File: config.mk
export PLATFORM = sky130hd
export DESIGN_NAME = csr_file
export DESIGN_NICKNAME = d
export VERILOG_FILES = /design/src/rtl/csr_file.sv
export SDC_FILE = /design/constraint.sdc
export NUM_CORES = 1
export LEC_CHECK = 0
export CORE_ASPECT_RATIO = 1.5
export CORE_MARGIN = 10
export CORE_UTILIZATION = 45
export CTS_CLUSTER_DIAMETER = 200
export DETAILED_ROUTE_END_ITERATION = 16
export MAX_ROUTING_LAYER = met4
export PLACE_DENSITY = 0.66
export SLEW_MARGIN = 0
export SYNTH_ARGS = -nofsm -noshare
export SYNTH_HDL_FRONTEND = slang
export SYNTH_SLANG_ARGS = --single-unit
File: constraint.sdc
create_clock -name clk_i -period 11.64 [get_ports clk_i]
set_clock_uncertainty 0.05 [all_clocks]
set_input_delay 2.91 -clock clk_i [delete_from_list [all_inputs] [get_ports clk_i]]
set_output_delay 2.91 -clock clk_i [all_outputs]
set_load 0.005 [all_outputs]
File: src/rtl/csr_file.sv
// Machine-mode CSR file: atomic read-modify-write of mscratch and the 64-bit cycle/instret counters.
// Define CSR_INSTRET_EN to include the instret counter (0xB02/0xB82/0xC02/0xC82).
module csr_file #(
  parameter int unsigned XLEN = 32
) (
  input  logic            clk_i,
  input  logic            reset_n_i,
  input  logic            csr_en_i,
  input  logic [11:0]     csr_addr_i,
  input  logic [1:0]      csr_control_i,
  input  logic            csr_src_i,
  input  logic [XLEN-1:0] rs1_data_i,
  input  logic [4:0]      rs1_idx_i,
  input  logic            instr_retired_i,
  output logic [XLEN-1:0] csr_rdata_o,
  output logic            csr_illegal_o
);

  localparam logic [1:0] CSR_PASS    = 2'd0;
  localparam logic [1:0] CSR_SET     = 2'd1;
  localparam logic [1:0] CSR_CLEAR   = 2'd2;
  localparam logic [1:0] CSR_NA      = 2'd3;
  localparam logic       CSR_SRC_REG = 1'b0;
  localparam logic       CSR_SRC_IMM = 1'b1;

  logic [XLEN-1:0] mscratch_q, mscratch_d;
  logic [63:0]     cycle_q, cycle_d;
`ifdef CSR_INSTRET_EN
  logic [63:0]     instret_q, instret_d;
`else
  logic            unused_retired;
  assign unused_retired = instr_retired_i;
`endif

  logic [XLEN-1:0] operand, old_val, new_val;
  logic            write_intent, implemented, illegal_raw, do_write;

  always_comb begin
    operand = (csr_src_i == CSR_SRC_IMM) ? {{(XLEN-5){1'b0}}, rs1_idx_i} : rs1_data_i;

    // SET/CLEAR with rs1 field 0 are pure reads, whatever the operand source.
    unique case (csr_control_i)
      CSR_PASS:            write_intent = 1'b1;
      CSR_SET, CSR_CLEAR:  write_intent = (rs1_idx_i != 5'd0);
      default:             write_intent = 1'b0;
    endcase

    implemented = 1'b1;
    old_val     = '0;
    case (csr_addr_i)
      12'h340:          old_val = mscratch_q;
      12'hB00, 12'hC00: old_val = cycle_q[31:0];
      12'hB80, 12'hC80: old_val = cycle_q[63:32];
`ifdef CSR_INSTRET_EN
      12'hB02, 12'hC02: old_val = instret_q[31:0];
      12'hB82, 12'hC82: old_val = instret_q[63:32];
`endif
      default:          implemented = 1'b0;
    endcase

    illegal_raw = !implemented || (write_intent && (csr_addr_i[11:10] == 2'b11));
    do_write    = csr_en_i && write_intent && !illegal_raw;

    unique case (csr_control_i)
      CSR_PASS:  new_val = operand;
      CSR_SET:   new_val = old_val | operand;
      CSR_CLEAR: new_val = old_val & ~operand;
      default:   new_val = old_val;
    endcase

    csr_illegal_o = reset_n_i && csr_en_i && illegal_raw;
    csr_rdata_o   = (reset_n_i && !illegal_raw) ? old_val : '0;
  end

  // A software write replaces the increment for that cycle in both halves.
  always_comb begin
    mscratch_d = mscratch_q;
    if (do_write && csr_addr_i == 12'h340) mscratch_d = new_val;

    cycle_d = cycle_q + 64'd1;
    if (do_write && csr_addr_i == 12'hB00) cycle_d = {cycle_q[63:32], new_val};
    if (do_write && csr_addr_i == 12'hB80) cycle_d = {new_val, cycle_q[31:0]};
`ifdef CSR_INSTRET_EN
    instret_d = instr_retired_i ? instret_q + 64'd1 : instret_q;
    if (do_write && csr_addr_i == 12'hB02) instret_d = {instret_q[63:32], new_val};
    if (do_write && csr_addr_i == 12'hB82) instret_d = {new_val, instret_q[31:0]};
`endif
  end

  always_ff @(posedge clk_i or negedge reset_n_i) begin
    if (!reset_n_i) begin
      mscratch_q <= '0;
      cycle_q    <= '0;
`ifdef CSR_INSTRET_EN
      instret_q  <= '0;
`endif
    end else begin
      mscratch_q <= mscratch_d;
      cycle_q    <= cycle_d;
`ifdef CSR_INSTRET_EN
      instret_q  <= instret_d;
`endif
    end
  end

endmodule
# --- Yosys cells after proc, flatten, opt, wreduce, memory -nomap -nowiden ---
# Cells that the tools add are included.
totals:
  reg_bits: 96
  wordCells: 42
  romBits: 0
  input_bits: 56
  out_inout_bits: 33
  latch_bits: 0
  n_memories: 0
  mem_bits_rw: 0
op_classes:
  n_lt_le_gt_ge: 0
  n_mul: 0
  div_mod_pow: 0
  add_sub_neg: 1
  reduce_logical: 18
  muxes: 8
  n_shift: 0
  eq_ne: 9
  bitwise_logic: 3
ops:
  columns: ["op", "n"]
  rows:
  - ["$pmux 32 s3", 2]
  - ["$mux 64", 2]
  - ["$add 64x1->64 const B", 1]
  - ["$mux 32", 2]
  - ["$eq 12x12->1 const B", 4]
  - ["$and 32x32->32", 1]
  - ["$not 32->32", 1]
  - ["$or 32x32->32", 1]
  - ["$eq 12x10->1 const B", 1]
  - ["$logic_and 1x1->1", 9]
  - ["$reduce_or 2->1", 3]
  - ["$reduce_bool 5->1", 1]
  - ["$reduce_or 5->1", 1]
  - ["$eq 2x2->1 const B", 2]
  - ["$eq 2x1->1 const B", 1]
  - ["$logic_not 1->1", 2]
  - ["$logic_not 2->1", 1]
  - ["$ne 2x1->1 const B", 1]
  - ["$pmux 1 s2", 1]
  - ["$logic_or 1x1->1", 1]
  - ["$mux 1", 1]

# --- Longest topological paths before layout ---
# Gate-level depths: netlist of the first run.
depth:
  depth_word: 10
  depth_mapped: 11
  depth_no_buf: 8

# --- Worst setup path after synthesis of the first run ---
# No wires, ideal clock.
synth_timing:
  path_type: "input-to-output"
  start: "input csr_control_i[0]"
  end: "output csr_rdata_o[23]"
  n_path_buf: 2
  arrival_ps: 4926
  required_ps: 8680
  stages: 10
  setup_slack_ps: 3754
  path_cell_list: "inv_1 ha_1 buf_6 or4_4 o31ai_4 inv_1 a31oi_2 nand2_2 buf_2 a21oi_1"
synth_between:
  elab_chain_len: 8
  word_cells_on_any_way: 10
  classes_between: "eq/ne (2); mux (2); reduce/logical (6)"
synth_rtl:
  columns: ["item", "line", "text"]
  rows:
  - ["start: declaration", "10", "input logic [1:0] csr_control_i,"]
  - ["$eq 2x2->1 or $eq 2x1->1 (tied branches)", "42", "unique case (csr_control_i)"]
  - ["$reduce_or 2->1", "42", null]
  - ["$pmux 1 s2 (*)", "42", null]
  - ["$logic_and 1x1->1 (*)", "61", "illegal_raw = !implemented || (write_intent && (csr_addr_i[11:10] == 2'b11));"]
  - ["$logic_or 1x1->1 (*)", "61", null]
  - ["$logic_not 1->1 (*)", "72", "csr_rdata_o = (reset_n_i && !illegal_raw) ? old_val : '0;"]
  - ["$logic_and 1x1->1 (*)", "72", null]
  - ["$mux 32 (*)", "72", null]
  - ["end: declaration", "15", "output logic [XLEN-1:0] csr_rdata_o,"]
# Every way passes the cells marked *; elsewhere a longest branch is shown, timed or not.

# --- Final worst setup path of the first run ---
layout_timing:
  start: "input csr_control_i[0]"
  end: "output csr_rdata_o[10]"
# The elaborated chain is that of the path after synthesis.

==> impl_metrics.tcl, run 1 <==
set metrics [dict create \
    p_leak_uw 0.00326 \
    slowest_stage "or4_4" \
    preCtsSetupSlack_ps 1750 \
    cts.clk_slew.worst_paths_ps 70 \
    cts_buffer_depth 2 \
    slew_headroom 0.228 \
    dieArea_um2 22300 \
    synthFlopType "dfrtp_1" \
    synth_compound_area_frac 0.286 \
    syn_area_per_cell_um2 7.92 \
    cts_htree_levels 3 \
    worst_pin_slew_ps 1150 \
    yosys_warnings 0 \
    ctsHoldBuffers 0 \
    vias_per_cell 6.58 \
    cp.depth 10 \
    startpoint_type "primary input" \
    area_growth_pct 16.7 \
    cts_made_buffers 9 \
    drtIter0Drc 839 \
    cp-endpoint "csr_rdata_o[10]" \
    holdPathStages 2 \
    wl_um 27900 \
    critPathArrivalTime_ps 6880 \
    worstPathCellList "clkdlybuf4s50_1 -> inv_1 -> ha_1 -> or4_4 -> o31ai_4 -> inv_1 -> a31oi_2 -> nand2_2 -> a211oi_1 -> clkdlybuf4s50_1" \
    ios 89 \
    die_y_um 178 \
    numClockSinks 96 \
    max_freq_mhz 102 \
    dieWidth_um 125 \
    synth_top_family_by_area "compound AO/OA/AOI/OAI gates" \
    nFillCells 1586 \
    hold_path.class "reg2reg" \
    drv_slew 0 \
    cp-end-kind "output port" \
    grt_max_degree 65 \
    ir_drop_mv 0.0610 \
    clock_latency_ps 350 \
    synth_edf_count 0 \
    p_per_area_nw_per_um2 88.8 \
    grt_pass1_wl_um 42900 \
    hpwl_um 20300 \
    seq_area_frac_synth 0.321 \
    hold_viol 0 \
    synth_fp_nets 1007 \
    cp_max_fo 28 \
    num_vias 7934 \
    critical-path-top-delay-family "buffers and inverters" \
    cap_viol_max_count 0 \
    grt_util_all_layers 0.247 \
    cts-resized-gates 0 \
    layout.nets 1055 \
    syn_area_um2 7490 \
    gp_congestion 0.942 \
    dpl_cell_area_um2 8440 \
    root_buffer "clkbuf_16" \
    fin_crit_sh 0.845 \
    fin_area_um2 8740 \
    rrSetupSlack_ps 8030 \
    tns_ps 0 \
    initial_utilization 0.461 \
    synth_mux_area_frac 0.0652 \
    r2r_end "cycle_q[62]" \
    crit_start "csr_control_i[0]" \
    synth.distinct_cells 79 \
    cp.required_ps 8680 \
    post-route-min-period_ps 9840 \
    cts_post_setup_buffers_inserted 0 \
    async_flop_share 1.00 \
    antenna_found_initial 0 \
    synth-seq-cells 96 \
    grt_pass1_vias 7363 \
    post-route-worst-setup-slack_ps 1800 \
    synth_fa_ha_area_frac 0.00835 \
    drc 0 \
    synth_xor_area_frac 0.00117 \
    status "finished clean" \
    n_antenna_cell 0 \
    core.rowCount 57 \
    r2r_cells 6 \
    ant_nets 0 \
    wire_per_inst_um 23.2 \
    final-setup-viol-count 0 \
    synthSimpleGateAreaFrac 0.267 \
    syn_inst 946 \
    regToRegStartpoint "cycle_q[11]" \
    grt-ovfl-total 0 \
    rsz0062_at_grt "no" \
    max_stage_delay_ps 680 \
    design.core.area_um2 16300 \
    drive_gt1_frac 0.0811 \
    dr.pass1.iters 6 \
    timing.critical_path.buf_inv 4 \
    hold_ws_ps 435 \
    cts_tree "built" \
    path_class "in2out" \
    port_buffers 87 \
]
==> cells in the final DEF (no fill, tap or decap), drive strengths merged, types with 9 or more instances in the layout <==
cell / instances
o31ai: 15
nand4: 24
clkdlybuf4s50: 85
nand3: 27
inv: 18
o21ai: 68
a211oi: 41
buf: 22
a21oi: 104
nor4: 24
mux2: 14
nor2: 83
and3: 14
mux2i: 33
nand2: 138
a221oi: 12
o32a: 9
clkbuf: 9
and2: 9
nor3: 14
a22oi: 9
nor2b: 17
dfrtp: 96
nand2b: 15
==> kinds of logic after synthesis <==
kind of cell	count (synthesis)
AND/OR/NAND/NOR	395
buffers and inverters	85
flip-flops	96
adder cells (fa/ha/maj)	5
XOR/XNOR	1
AO/OA/AOI/OAI	317
multiplexers	47
==> report_power, final <==
part	switching [µW]	internal (µW)
Sequential	13.1	341
Combinational	66.1	45.9
Clock	141	169
Total	220	556
==> Yosys cell counts, types with 4 or more instances <==
cell	n	area [µm²]
buf_2	26	130
o31ai_1	14	105
nand4_1	23	144
a21oi_1	104	521
mux2i_1	33	330
and3_1	14	87.6
buf_4	6	45.0
a211oi_1	40	300
a22oi_1	9	67.6
a221o_1	5	50.1
nand2b_1	15	93.8
nor4_1	22	138
nand3_1	26	130
or3_1	6	37.5
clkbuf_1	33	124
nand2_1	135	507
nor2_1	81	304
a32o_1	4	40.0
o41ai_1	6	52.6
dfrtp_1	96	2400
nor2b_1	17	106
and2_1	9	56.3
and4_1	8	70.1
o32a_1	9	90.1
a2111oi_0	5	43.8
mux2_2	14	158
nor3b_1	4	30.0
o21a_1	4	30.0
a221oi_1	9	78.8
o211ai_1	4	30.0
o21ai_0	66	330
inv_1	15	56.3
nor3_1	13	65.1
ha_1	5	62.6
==> worst min-delay path by stage <==
| stage | end | from |
|---|---|---|
| floorplan | mscratch_q[4] | mscratch_q[4] |
| global placement | mscratch_q[16] | mscratch_q[16] |
| detailed placement | mscratch_q[3] | mscratch_q[3] |
| CTS | mscratch_q[3] | mscratch_q[3] |
| global route | mscratch_q[17] | mscratch_q[17] |
| finish | mscratch_q[16] | mscratch_q[16] |
==> metal layers <==
| metal | GRT usage | part of all wire | routed length (µm) |
|---|---|---|---|
| met5 | - | 0 | 0 |
| met4 | 0.0823 | 0.027 | 765 |
| met3 | 0.0419 | 0.084 | 2340 |
| met2 | 0.408 | 0.48 | 13500 |
| met1 | 0.300 | 0.41 | 11300 |
==> registers in the layout (all words and copies together), names as in the netlist <==
register and cells:
mscratch_q 32, cycle_q 64
==> metrics by stage <==
stage / util / std cells / total power [µW]
3_3_place_gp: 0.519 / 1189 / 469
4_1_cts: 0.538 / 1205 / 778
6_report: 0.538 / 1205 / 776
2_1_floorplan: - / 946 / 418
3_5_place_dp: 0.519 / 1189 / 470
5_1_grt: 0.538 / 1205 / 800
==> layout make-up <==
type                    count  area, µm²  area share
repair buffers            107       1010       0.116
clock inverters             7       76.3     0.00873
clock buffers               9        225      0.0258
inverters                  15       56.3     0.00644
flip-flops and latches     96       2400       0.275
well taps                 206        258      0.0295
multi-input cells         765       4710       0.539
==> worst min-delay path, stage by stage, from the launching register on <==
cell and delay [ps]:
dfrtp_1 350, nand2_1 40, o21ai_0 60
No activity file was read; power rests on OpenSTA's default activity.
==> inputs of run 2 (changes only) <==
Settings changed: PLACE_DENSITY 0.66 to 0.68.
Clock period 11.64 ns to 8.05 ns, I/O delays scaled along.
==> impl_metrics.tcl, run 2 (synthesized netlist as in run 1, its figures left out) <==
set metrics [dict create \
    status "finished clean" \
    dieArea_um2 22300 \
    ir_drop_mv 0.0867 \
    dr.pass1.iters 7 \
    cts_tree "built" \
    largestRegisters "cycle_q: 64 flops, mscratch_q: 32 flops" \
    hold_end "mscratch_q[8]" \
    core.rowCount 57 \
    p_seq_frac 0.457 \
    drtIter0Drc 958 \
    hold_path.class "reg2reg" \
    numClockSinks 96 \
    cts_made_buffers 9 \
    rsz0062_at_grt "no" \
    hold_ws_ps 434 \
    dieWidth_um 125 \
    ctsHoldBuffers 0 \
    dpl_cell_area_um2 8440 \
    n_antenna_cell 0 \
    wl_um 27900 \
    min_from "mscratch_q[8]" \
    slowest_stage "or4_4" \
    final-setup-viol-count 0 \
    regToRegStartpoint "cycle_q[11]" \
    max_freq_mhz 130 \
    cp.required_ps 5990 \
    hpwl_um 20100 \
    path_class "in2out" \
    fin_crit_sh 0.954 \
    top_register "cycle_q" \
    cts_htree_levels 3 \
    port_buffers 87 \
    worstPathCellList "clkdlybuf4s50_1 -> inv_1 -> ha_1 -> or4_4 -> o31ai_4 -> inv_1 -> a31oi_2 -> nand2_2 -> a211oi_1 -> clkdlybuf4s50_1" \
    r2r_end "cycle_q[56]" \
    p_switching_uw 310 \
    p_int_uw 809 \
    critPathArrivalTime_ps 5620 \
    area_growth_pct 16.7 \
    cap_viol_max_count 0 \
    hold_viol 0 \
    wire_per_inst_um 23.2 \
    layout.cells.non_filler 1204 \
    die_y_um 178 \
    cts_post_setup_buffers_inserted 0 \
    drive_gt1_frac 0.0792 \
    startpoint_type "primary input" \
    final_common_cell "nand2_1" \
    slew_headroom 0.188 \
    final_cell_mix "nand2_1, a21oi_1, dfrtp_1" \
    fin_area_um2 8740 \
    rrSetupSlack_ps 4440 \
    cts-resized-gates 0 \
    ios 89 \
    root_buffer "clkbuf_16" \
    critical-path-top-delay-family "buffers and inverters" \
    drc 0 \
    cp-end-kind "output port" \
    grt_pass1_vias 7576 \
    grt_util_all_layers 0.247 \
    ant_nets 0 \
    tns_ps 0 \
    cts_buffer_depth 2 \
    cp_max_fo 28 \
    grt_pass1_wl_um 43200 \
    antenna_found_initial 0 \
    worst_pin_slew_ps 1210 \
    holdPathStages 2 \
    pwr-share-comb 0.144 \
    largest_reg_flops 64 \
    cts.clk_slew.worst_paths_ps 60 \
    place_inst 1189 \
    vias_per_cell 6.58 \
    p_leak_uw 0.00326 \
    design.core.area_um2 16300 \
    p_clk_frac 0.399 \
    sw_frac_of_total 0.277 \
    grt-ovfl-total 0 \
    gp_congestion 0.960 \
    clock_latency_ps 350 \
    num_vias 7923 \
    grt_max_degree 65 \
    max_stage_delay_ps 580 \
    layout.nets 1055 \
    r2r_cells 6 \
    post-route-util 0.537 \
    drv_slew 0 \
    initial_utilization 0.461 \
    p_per_area_nw_per_um2 128 \
    timing.critical_path.buf_inv 4 \
    post-route-min-period_ps 7680 \
]
==> run 2: how the worst max path moves through the flow <==
stage | to | start | depth (start not counted)
global route | csr_rdata_o[3] | csr_control_i[0] | 10
detailed placement | csr_rdata_o[10] | csr_control_i[0] | 10
CTS | csr_rdata_o[10] | csr_control_i[0] | 10
finish | csr_rdata_o[10] | csr_control_i[0] | 10
floorplan | csr_rdata_o[23] | csr_control_i[0] | 10
global placement | csr_rdata_o[10] | csr_control_i[0] | 10
==> run 2: power groups by stage <==
stage / combinational [µW] / clock, µW / sequential, µW
5_1_grt: 173 / 467 / 513
3_3_place_gp: 157 / 0 / 520
2_1_floorplan: 90.8 / 0 / 513
3_5_place_dp: 159 / 0 / 520
6_report: 161 / 447 / 511
4_1_cts: 160 / 451 / 511
==> run 2: final cells by class <==
cell class	instances	area, µm²
Inverter	15	56.3
Clock inverter	4	55.1
Fill cell	1595	7520
Clock buffer	11	243
Timing Repair Buffer	107	1010
Sequential cell	96	2400
Tap cell	206	258
Multi-Input combinational cell	765	4710
==> run 2: routing by layer <==
metal  vias to the layer above  track usage  share of wire
met5                         -            -              0
met4                         0        0.113          0.039
met3                        80       0.0422          0.072
met2                       405        0.398           0.47
met1                      3804        0.298           0.41
li1                       3634            -              -
==> run 2: stage by stage <==
stage / power, µW / setup slack [ps]
2_1_floorplan: 604 / 1960
3_3_place_gp: 677 / 433
3_5_place_dp: 679 / 344
4_1_cts: 1120 / 344
5_1_grt: 1150 / 168
6_report: 1120 / 372
==> run 2: tightest hold or removal path: stages, from the launching register on <==
cell and delay (ps):
dfrtp_1 340, nand2_1 40, o21ai_0 60
